**src/rtl/mul_pkg.sv**
```systemverilog
// Shared encodings for the multiply issue controller.
// Op codes, FSM state type, default widths, op decode helpers.
package mul_pkg;

  localparam int XLEN_D  = 32;
  localparam int TAG_W_D = 5;

  localparam logic [1:0] OP_MUL_W   = 2'b00;
  localparam logic [1:0] OP_MULH_W  = 2'b01;
  localparam logic [1:0] OP_MULH_WU = 2'b10;
  localparam logic [1:0] OP_RSVD    = 2'b11;

  typedef enum logic [1:0] {
    IDLE  = 2'b00,
    WAIT  = 2'b01,
    HOLD  = 2'b10,
    DRAIN = 2'b11
  } state_t;

  function automatic logic op_high(
    input logic [1:0] op
  );
    return (op == OP_MULH_W) ||
           (op == OP_MULH_WU);
  endfunction

  function automatic logic op_signed(
    input logic [1:0] op
  );
    return op != OP_MULH_WU;
  endfunction

endpackage

```
**src/rtl/mul.sv**
```systemverilog
// Iterative shift-add multiplier, one product bit per cycle.
// Ports: clk, resetn (sync, active-low), start, signed_mode, a, b -> busy, done, product.
module mul
  import mul_pkg::*;
#(
  parameter int XLEN = XLEN_D
) (
  input  logic              clk,
  input  logic              resetn,
  input  logic              start,
  input  logic              signed_mode,
  input  logic [XLEN-1:0]   a,
  input  logic [XLEN-1:0]   b,
  output logic              busy,
  output logic              done,
  output logic [2*XLEN-1:0] product
);

  localparam int CW = $clog2(XLEN) + 1;

  logic [XLEN-1:0]   mcand;
  logic [2*XLEN-1:0] acc;
  logic [CW-1:0]     cnt;
  logic              neg;
  logic              fin;
  logic              a_neg;
  logic              b_neg;
  logic [XLEN-1:0]   mag_a;
  logic [XLEN-1:0]   mag_b;
  logic [XLEN:0]     sum;

  // Signed operands are multiplied as magnitudes; the sign is
  // applied in one extra cycle once all bits are consumed.
  assign a_neg = signed_mode & a[XLEN-1];
  assign b_neg = signed_mode & b[XLEN-1];
  assign mag_a = a_neg ? -a : a;
  assign mag_b = b_neg ? -b : b;

  assign sum = {1'b0, acc[2*XLEN-1:XLEN]} +
               (acc[0] ? {1'b0, mcand} : '0);

  assign product = acc;

  always_ff @(posedge clk) begin
    if (!resetn) begin
      busy  <= 1'b0;
      done  <= 1'b0;
      fin   <= 1'b0;
      neg   <= 1'b0;
      cnt   <= '0;
      mcand <= '0;
      acc   <= '0;
    end else begin
      done <= 1'b0;
      if (!busy) begin
        if (start) begin
          busy  <= 1'b1;
          fin   <= 1'b0;
          cnt   <= '0;
          neg   <= a_neg ^ b_neg;
          mcand <= mag_a;
          acc   <= {{XLEN{1'b0}}, mag_b};
        end
      end else if (fin) begin
        busy <= 1'b0;
        fin  <= 1'b0;
        done <= 1'b1;
        if (neg) acc <= -acc;
      end else begin
        acc <= {sum, acc[XLEN-1:1]};
        cnt <= cnt + 1'b1;
        if (cnt == CW'(XLEN - 1)) fin <= 1'b1;
      end
    end
  end

endmodule

```
**src/rtl/mul_issue_ctrl.sv**
```systemverilog
// Issue controller wrapping the iterative multiplier with valid/ready
// handshakes, flush/drain and a registered result. Ports: clk, reset,
// in_* request, flush, out_* result, busy.
module mul_issue_ctrl
  import mul_pkg::*;
#(
  parameter int XLEN  = XLEN_D,
  parameter int TAG_W = TAG_W_D
) (
  input  logic             clk,
  input  logic             reset,
  input  logic             in_valid,
  output logic             in_ready,
  input  logic [1:0]       in_op,
  input  logic [XLEN-1:0]  in_src1,
  input  logic [XLEN-1:0]  in_src2,
  input  logic [TAG_W-1:0] in_dest,
  input  logic             flush,
  output logic             out_valid,
  input  logic             out_ready,
  output logic [XLEN-1:0]  out_result,
  output logic [TAG_W-1:0] out_dest,
  output logic             busy
);

  state_t            state;
  state_t            state_n;
  logic [1:0]        op_q;
  logic [TAG_W-1:0]  tag_q;
  logic              accept;
  logic              start;
  logic              m_busy;
  logic              m_done;
  logic [2*XLEN-1:0] m_prod;

  assign in_ready = ((state == IDLE) ||
                     (state == HOLD && out_ready)) &&
                    !flush;
  assign accept   = in_valid && in_ready;
  // Accept only happens with the multiplier idle; the gate
  // makes a double start structurally impossible.
  assign start    = accept && !m_busy;
  assign busy     = state != IDLE;

  mul #(
    .XLEN(XLEN)
  ) u_mul (
    .clk        (clk),
    .resetn     (~reset),
    .start      (start),
    .signed_mode(op_signed(in_op)),
    .a          (in_src1),
    .b          (in_src2),
    .busy       (m_busy),
    .done       (m_done),
    .product    (m_prod)
  );

  always_ff @(posedge clk) begin
    if (reset) state <= IDLE;
    else       state <= state_n;
  end

  always_comb begin
    state_n = state;
    case (state)
      IDLE: if (accept) state_n = WAIT;
      WAIT: begin
        // A flush coinciding with done has nothing left to drain.
        if (flush)       state_n = m_done ? IDLE : DRAIN;
        else if (m_done) state_n = HOLD;
      end
      HOLD: begin
        if (flush)          state_n = IDLE;
        else if (out_ready) state_n = accept ? WAIT : IDLE;
      end
      DRAIN: if (m_done) state_n = IDLE;
      default: state_n = IDLE;
    endcase
  end

  always_ff @(posedge clk) begin
    if (reset) begin
      op_q       <= '0;
      tag_q      <= '0;
      out_valid  <= 1'b0;
      out_result <= '0;
      out_dest   <= '0;
    end else begin
      if (accept) begin
        op_q  <= in_op;
        tag_q <= in_dest;
      end
      if (state == WAIT && m_done && !flush) begin
        out_valid  <= 1'b1;
        out_result <= op_high(op_q) ?
                      m_prod[2*XLEN-1:XLEN] :
                      m_prod[XLEN-1:0];
        out_dest   <= tag_q;
      end else if (state == HOLD &&
                   (flush || out_ready)) begin
        out_valid <= 1'b0;
      end
    end
  end

endmodule

```
**config.mk**
```make
export PLATFORM = sky130hd
export DESIGN_NAME = mul_issue_ctrl
export DESIGN_NICKNAME = d
export VERILOG_FILES = /design/src/rtl/mul_pkg.sv /design/src/rtl/mul.sv /design/src/rtl/mul_issue_ctrl.sv
export SDC_FILE = /design/constraint.sdc
export NUM_CORES = 1
export LEC_CHECK = 0
export BUFFER_PORTS_ARGS = -buffer_cell sky130_fd_sc_hd__buf_4
export CAP_MARGIN = 30
export CORE_UTILIZATION = 45
export CTS_BUF_LIST = sky130_fd_sc_hd__clkbuf_2
export DETAILED_ROUTE_END_ITERATION = 8
export MAX_ROUTING_LAYER = met4
export SYNTH_ARGS = -nofsm -noshare
export SYNTH_HDL_FRONTEND = slang
export SYNTH_HIERARCHICAL = 1
export SYNTH_SLANG_ARGS = --single-unit
```
**constraint.sdc**
```tcl
create_clock -name clk -period 5.8 [get_ports clk]
set_clock_uncertainty 0.2 [all_clocks]
set_input_delay 0.58 -clock clk [delete_from_list [all_inputs] [get_ports clk]]
set_output_delay 0.58 -clock clk [all_outputs]
set_load 0.01 [all_outputs]
```
==> results of run 1 <==
==> what timing repair did <==
| item | CTS | global route |
|---|---|---|
| endpoints found under the hold margin | 60 | 2 |
| hold buffers | 69 | 2 |
| setup buffers | 0 | 0 |
| gates resized for setup | 0 | 0 |
==> path summary, 6_finish.rpt <==
| check | start | to | slack [ps] | cells after the start |
|---|---|---|---|---|
| hold / removal | in_src2[18] | u_mul/product[18]$_SDFFE_PN0P_ | 40 | 5 |
| hold reg to reg | u_mul/mcand[31]$_SDFFE_PN0P_ | u_mul/mcand[31]$_SDFFE_PN0P_ | 280 | 2 |
| setup / recovery | u_mul/product[0]$_SDFFE_PN0P_ | u_mul/product[63]$_SDFFE_PN0P_ | 1990 | 13 |
| setup reg to reg | u_mul/product[0]$_SDFFE_PN0P_ | u_mul/product[63]$_SDFFE_PN0P_ | 1990 | 13 |
==> cell type report <==
class	instances	share of cell area, %
multi-input combinational	1198	58.4
sequential	153	23.1
timing repair buffer	198	12.7
tap	324	3.05
clock inverter	14	1.29
inverter	25	0.717
clock buffer	18	0.679
antenna	1	0.0189
==> sequential cells by signal, summed over array words and instances, names as in the netlist, 2 cells and up <==
name,cells
state,2
u_mul/cnt,6
u_mul/mcand,32
out_result,32
out_dest,5
op_q,2
tag_q,5
u_mul/product,64
==> logic make-up after synthesis <==
logic type,count (synthesis)
mux,56
fa+ha+maj,37
xor+xnor,96
flops,153
buf+inv,125
simple gates,534
compound gates,475
==> per-stage QoR <==
stage | instances | setup slack, ps
4_1_cts | 1927 | 1570
3_5_place_dp | 1826 | 1610
5_1_grt | 1931 | 1710
3_3_place_gp | 1825 | 1700
6_report | 1931 | 1990
2_1_floorplan | 1476 | 2460
==> power groups by stage <==
stage,Clock (mW),Sequential [mW],Combinational (mW)
floorplan,0,1.16,0.459
global placement,0,1.19,0.624
detailed placement,0,1.19,0.627
CTS,0.680,1.17,0.666
global route,0.728,1.18,0.752
finish,0.664,1.17,0.687
==> per-layer routing <==
metal	up-vias	global-route usage (%)	wire (um)
li1	5658	-	-
met1	5283	37.4	16300
met2	390	41.4	15400
met3	53	3.80	2050
met4	0	9.00	842
met5	-	-	0
==> worst min-delay path, stage by stage <==
cell	delay [ps]
buf_4	90
xor2_1	70
nor2_1	90
a21oi_1	40
o22ai_1	130
==> synthesized netlist by cell type, drive strengths merged, types with 16 or more instances <==
library cell,count
nand3,41
nor2,109
a21o,19
and3,17
inv,25
o211ai,16
buf,24
nor4,21
nand4,22
ha,36
nand2b,18
o21ai,131
o31ai,23
xor2,41
o211a,30
nand2,130
dfxtp,153
nor3,45
a31oi,18
a21oi,129
xnor2,55
a211oi,19
and2,43
clkbuf,76
nor2b,30
mux2i,55
==> cells in the final DEF (no fill, tap or decap), drive strengths merged, types with 8 or more instances in the layout <==
master	n
nand4	22
o211a	30
nand3	41
nand3b	9
dlygate4sd3	71
nor4	21
and3	17
a21oi	129
o31ai	23
or4	14
a22o	9
xor2	41
o22ai	8
a211oi	19
a31oi	18
o21ai	131
inv	27
dfxtp	153
clkbuf	18
o211ai	16
a21boi	15
nor3	45
nor2b	30
buf	127
nor2	109
mux2i	55
a21o	19
nand2	130
and2	43
nand2b	18
ha	36
xnor2	55
or3	15
==> summary.md, run 1 <==
| Metric | Value |
|---|---|
| Status | `finished, final reports clean` |
| Effective utilization at floorplan | `46.2%` |
| Worst rel slew slack | `between 30% and 40%` |
| Final Hold Violating Endpoints | `0` |
| CTS H-tree depth | `4` |
| ANT nets after route | `0` |
| Post-Synth XOR/XNOR Area | `7.49%` |
| Die ar. | `25,800 um2` |
| DPL Wire Length | `24.5 mm` |
| Worst path cell trace | `buf_16 > and2_1 > ha_1 > inv_1 > fa_1 > nand2b_1 > a21oi_1 > o211ai_1 > a2111oi_0 > o221ai_1 > a21boi_0 > o211ai_1 > nand2_1` |
| Post-layout min period | `3810 ps` |
| Hold slack | `42.4 ps` |
| Static leakage | `5.61 nW` |
| DRC | `0` |
| FF+latch area | `3070 um2` |
| Tcrit/Tclk final | `65.6%` |
| Synth Flop Type | `dfxtp_1` |
| Cell at the slowest stage of the critical path | `a2111oi_0` |
| Multi-input logic area | `7750 um2` |
| Power Density | `190 nW/um2` |
| Clk root buf | `clkbuf_2` |
| I/O pin count | `116` |
| CTS tree | `done` |
| Synth top area share | `27.0%` |
| Crit-path max cell delay | `760 ps` |
| Clock share of power | `26.4%` |
| Synth Instances | `1,476` |
| Nets | `1,706` |
| Total power | `around 2.5 mW` |
| CP delay by family, top | `compound AO/OA/AOI/OAI gates` |
| Total wire length | `34.6 mm` |
| Critical path class | `reg -> reg` |
| Die Span Y | `161 um` |
| Avg Inst Size Synth | `7.67 um2` |
| Main area contributors after synthesis | `dfxtp_1 27%, a21oi_1 5.7%, o21ai_0 5.2%` |
| Post-synth EDFFs | `0` |
| Required @ worst endpoint | `between 6000 and 7000 ps` |
| Area after DPL | `roughly 12,000 um2` |
| Area grow syn2layout | `17.2%` |
| Crit path top cell by count | `o211ai_1` |
| DRT iter0 DRCs | `1,000` |
| WL per Instance | `17.9 um` |
| Initial antenna violation count | `1` |
| Routed vias/inst | `5.90` |
| Worst setup SP type | `flip-flop` |
| # rows | `57` |
| Largest fanout on the critical path | `36` |
| Fraction of the mapped netlist area in simple logic gates | `24.8%` |
| Worst min path class | `in -> reg` |
| Total Routing Usage GR | `27.4%` |
| Compound-cell area share of the yosys netlist | `between 20% and 30%` |
| Max VDD drop | `0.0975 mV` |
| Logic pwr share | `27.3%` |
| GRT Residual Overflow | `0` |
| Seq pwr share | `between 40 and 50%` |
| Core area | `24,500 um2` |
| Yosys reg bits | `153` |
| Post-synth ARST share | `0%` |
| Post-Syn Nets | `1,589` |
| PortBufs | `115` |
| CTS sink count | `around 150` |
| Sequential area share after synthesis | `27.0%` |
| Die X | `161 um` |
| Max Slew Vio Count | `0` |
| Vias in the first global route | `10,200` |
| Mapped Area | `approximately 11,000 um2` |
| Max Clock Freq | `0.263 GHz` |
| First-pass GRT wire length | `55.1 mm` |
| Clock latency at the later pin of the worst-skew pair | `780 ps` |
| Unrepaired setup endpoints after global routing | `no` |
| Mux cell area share after synthesis | `4.96%` |
| Final Util | `54.1%` |
| First-pass DRT Iterations | `6` |
| Synthesis Warnings | `6` |
| Pin slew with the least headroom to its limit | `986 ps` |
| Routed vias | `11,400` |
| Routability cong. | `between 0.9 and 1` |
| Total CTS buffers | `17` |
| Fill cells | `2,420` |
| Max Cap Viol | `0` |
| Post-Synth Adder-Cell Area | `4.15%` |
| Netlist cell types | `79` |
| Internal power | `~1.6 mW` |
| Sw Share | `between 30% and 40%` |
| CP Data Arrival Time | `4340 ps` |
| Clock-pin slew on the worst setup and hold paths | `250 ps` |
| Sw Pwr | `between 0.8 and 0.9 mW` |
| CP Capture Type | `flip-flop` |
| Largest family of logic cells by synthesized area | `compound AO/OA/AOI/OAI gates` |
| Design area | `between 10,000 and 15,000 um2` |
| Final setup fails | `0` |
| Largest net degree at the start of global routing | `75` |
| CP bufs+invs | `2` |
| TNS Setup | `0 ps` |
| Fraction of layout cells with a size suffix above 1 | `11.6%` |
| Clock Path Buffers | `2` |
| Cell taking the most area after synthesis | `dfxtp_1` |
No activity file was read; power rests on OpenSTA's default activity.
==> run 2, diff against run 1 <==
Settings changed: PLACE_DENSITY from default to 0.66.
Clock period 5.8 ns to 3.4 ns, I/O delays scaled along.
==> run 2 against run 1 <==
  * Sequential share of layout area fell by 1.3 points
  * Design area rose by 6.2%
  * Flip-flop and latch count did not move
  * Clock power rose by 81%
  * Hold slack improved by 120 ps
  * Die area did not move
  * Critical path depth fell by 3
  * Non-clock buffer count rose by 87
  * Count of clock-buffer cells in the layout fell by 1
  * Sequential power rose by 69%
  * Power rose by 79%
  * Critical endpoint is now u_mul/product[30]$_SDFFE_PN0P_
  * Largest cell class unchanged
==> summary.md, run 2 (synthesis results as in run 1) <==
| Metric | Value |
|---|---|
| Clock Path Buffers | `2 (unchanged)` |
| Worst reg2reg startpoint | `u_mul/product[32]$_SDFFE_PN0P_` |
| # rows | `57 (unchanged)` |
| Hold slack | `162 ps (+120 ps)` |
| Worst min path class | `in -> reg` |
| Die ar. | `25,800 um2 (unchanged)` |
| Postcts setup bufs | `0 (unchanged)` |
| CP startpoint | `in_src2[11]` |
| First-pass DRT Iterations | `6 (unchanged)` |
| Total CTS buffers | `17 (unchanged)` |
| Worst setup SP type | `input port` |
| CP Data Arrival Time | `3800 ps (-540 ps)` |
| CP Capture Type | `flip-flop` |
| WL per Instance | `17.8 um (-0.54%)` |
| Max Clock Freq | `a little over 0.3 GHz` |
| Effective utilization at floorplan | `46.2% (unchanged)` |
| Fraction of layout cells with a size suffix above 1 | `13.5% (+1.9 points)` |
| First-pass GRT wire length | `57.0 mm (+3.5%)` |
| Routed vias/inst | `5.92 (+0.40%)` |
| Area grow syn2layout | `24.5%` |
| DRC | `0 (unchanged)` |
| DRT iter0 DRCs | `1,141 (+14%)` |
| Max Slew Vio Count | `0 (unchanged)` |
| Die Span Y | `161 um (unchanged)` |
| Largest fanout on the critical path | `5 (-86%)` |
| Worst rel slew slack | `57.8% (+24 points)` |
| Clock latency at the later pin of the worst-skew pair | `790 ps (about the same)` |
| PortBufs | `115 (unchanged)` |
| Core area | `24,500 um2 (unchanged)` |
| Tcrit/Tclk final | `96.8%` |
| Fin cells | `2,018 (+4.5%)` |
| ANT nets after route | `0 (unchanged)` |
| Setup slack after layout | `110 ps (-1880 ps)` |
| Clock-pin slew on the worst setup and hold paths | `290 ps (+40 ps)` |
| Critical path class | `in -> reg` |
| Nets | `1,793 (+5.1%)` |
| Routability cong. | `0.907 (-1.1%)` |
| Place WS | `70.3 ps (-1540 ps)` |
| Most common cell after layout, fill and taps aside | `buf_4` |
| Cell at the slowest stage of the critical path | `or4_1` |
| Crit path top cell by count | `dlygate4sd3_1` |
| Initial antenna violation count | `1 (unchanged)` |
| Hold Startpoint | `reset` |
| CTS sink count | `153 (unchanged)` |
| Placed insts | `1,863 (+2.0%)` |
| Total wire length | `36.0 mm (+3.9%)` |
| Required @ worst endpoint | `3910 ps (-2430 ps)` |
| CTS tree | `done` |
| Max VDD drop | `0.166 mV (+70%)` |
| TNS Setup | `0 ps (unchanged)` |
| Final Util | `57.5% (+3.4 points)` |
| Status | `finished, final reports clean` |
| Vias in the first global route | `10,900 (+6.1%)` |
| Worst path cell trace | `dlygate4sd3_1 > buf_4 > or4_1 > nor4_2 > nand3_1 > o31ai_1 > xnor2_1 > dlygate4sd3_1 > nor2_1 > o32ai_1` |
| Power Density | `320 nW/um2 (+69%)` |
| Crit-path max cell delay | `620 ps (-140 ps)` |
| Post-layout min period | `about 3300 ps` |
| CTS H-tree depth | `4 (unchanged)` |
| Routed vias | `11,900 (+4.9%)` |
| Final setup fails | `0 (unchanged)` |
| Largest net degree at the start of global routing | `65 (-13%)` |
| CP bufs+invs | `3 (+1)` |
| Pin slew with the least headroom to its limit | `627 ps (-359 ps)` |
| I/O pin count | `116 (unchanged)` |
| CP delay by family, top | `simple AND/OR/NAND/NOR gates` |
| Die X | `161 um (unchanged)` |
| Commonest non-fill, non-tap cells in the layout | `161 x buf_4, 150 x dfxtp_1, 130 x nand2_1, 128 x a21oi_1, 122 x dlygate4sd3_1` |
| Total Routing Usage GR | `28.3% (+0.89 points)` |
| Clk root buf | `clkbuf_2` |
| Max Cap Viol | `0 (unchanged)` |
| GRT Residual Overflow | `0 (unchanged)` |
| Static leakage | `6.01 nW (+7.1%)` |
| DPL Wire Length | `25.5 mm (+4.2%)` |
| Final Hold Violating Endpoints | `0 (unchanged)` |
| Largest register FFs | `64 (unchanged)` |
==> run 2: repair_timing <==
item | CTS | global route
endpoints found under the hold margin | 109 | 0
cloned | 0 | 0
hold buffers | 122 | 0
resized for setup | 1 | 10
endpoints found under the setup margin | 1 | 11
==> run 2: worst min-delay path, stage by stage <==
cell and delay (ps):
dlygate4sd3_1 530, buf_4 220, nor2_1 70
==> run 2: worst paths after layout <==
| kind | cells past startpoint | endpoint | slack (ps) |
|---|---|---|---|
| worst min-delay path | 3 | out_dest[4]$_SDFFE_PP0P_ | 160 |
| worst max register to register | 12 | u_mul/product[59]$_SDFFE_PN0P_ | 170 |
| worst min register to register | 2 | u_mul/mcand[0]$_SDFFE_PN0P_ | 290 |
| worst max-delay path | 10 | u_mul/product[30]$_SDFFE_PN0P_ | 110 |
==> run 2: final cells by class <==
cell class,instances,area [um2]
diodes,1,2.50
fillers,2294,10400
well taps,324,405
repair buffers,285,2460
multi-input cells,1198,7780
clock inverters,15,200
clock buffers,17,85.1
flip-flops and latches,153,3070
inverters,25,95.1
==> run 2: metal layers <==
| metal | up-vias | track usage (%) | part of all wire, % |
|---|---|---|---|
| li1 | 5829 | - | - |
| met1 | 5620 | 38.2 | 47 |
| met2 | 448 | 44.9 | 46 |
| met3 | 48 | 3.00 | 5.9 |
| met4 | 0 | 7.01 | 1.5 |
| met5 | - | - | 0 |
==> run 2: stage by stage <==
stage	cell area, um2	power, mW
3_3_place_gp	12600	3.15
5_1_grt	14100	4.73
6_report	14100	4.51
4_1_cts	14100	4.50
2_1_floorplan	11300	2.76
3_5_place_dp	12600	3.17
==> run 2: power by group <==
group / switching (mW) / internal [mW]
Clock: 0.816 / 0.389
Sequential: 0.104 / 1.88
Combinational: 0.717 / 0.608
Total: 1.64 / 2.88
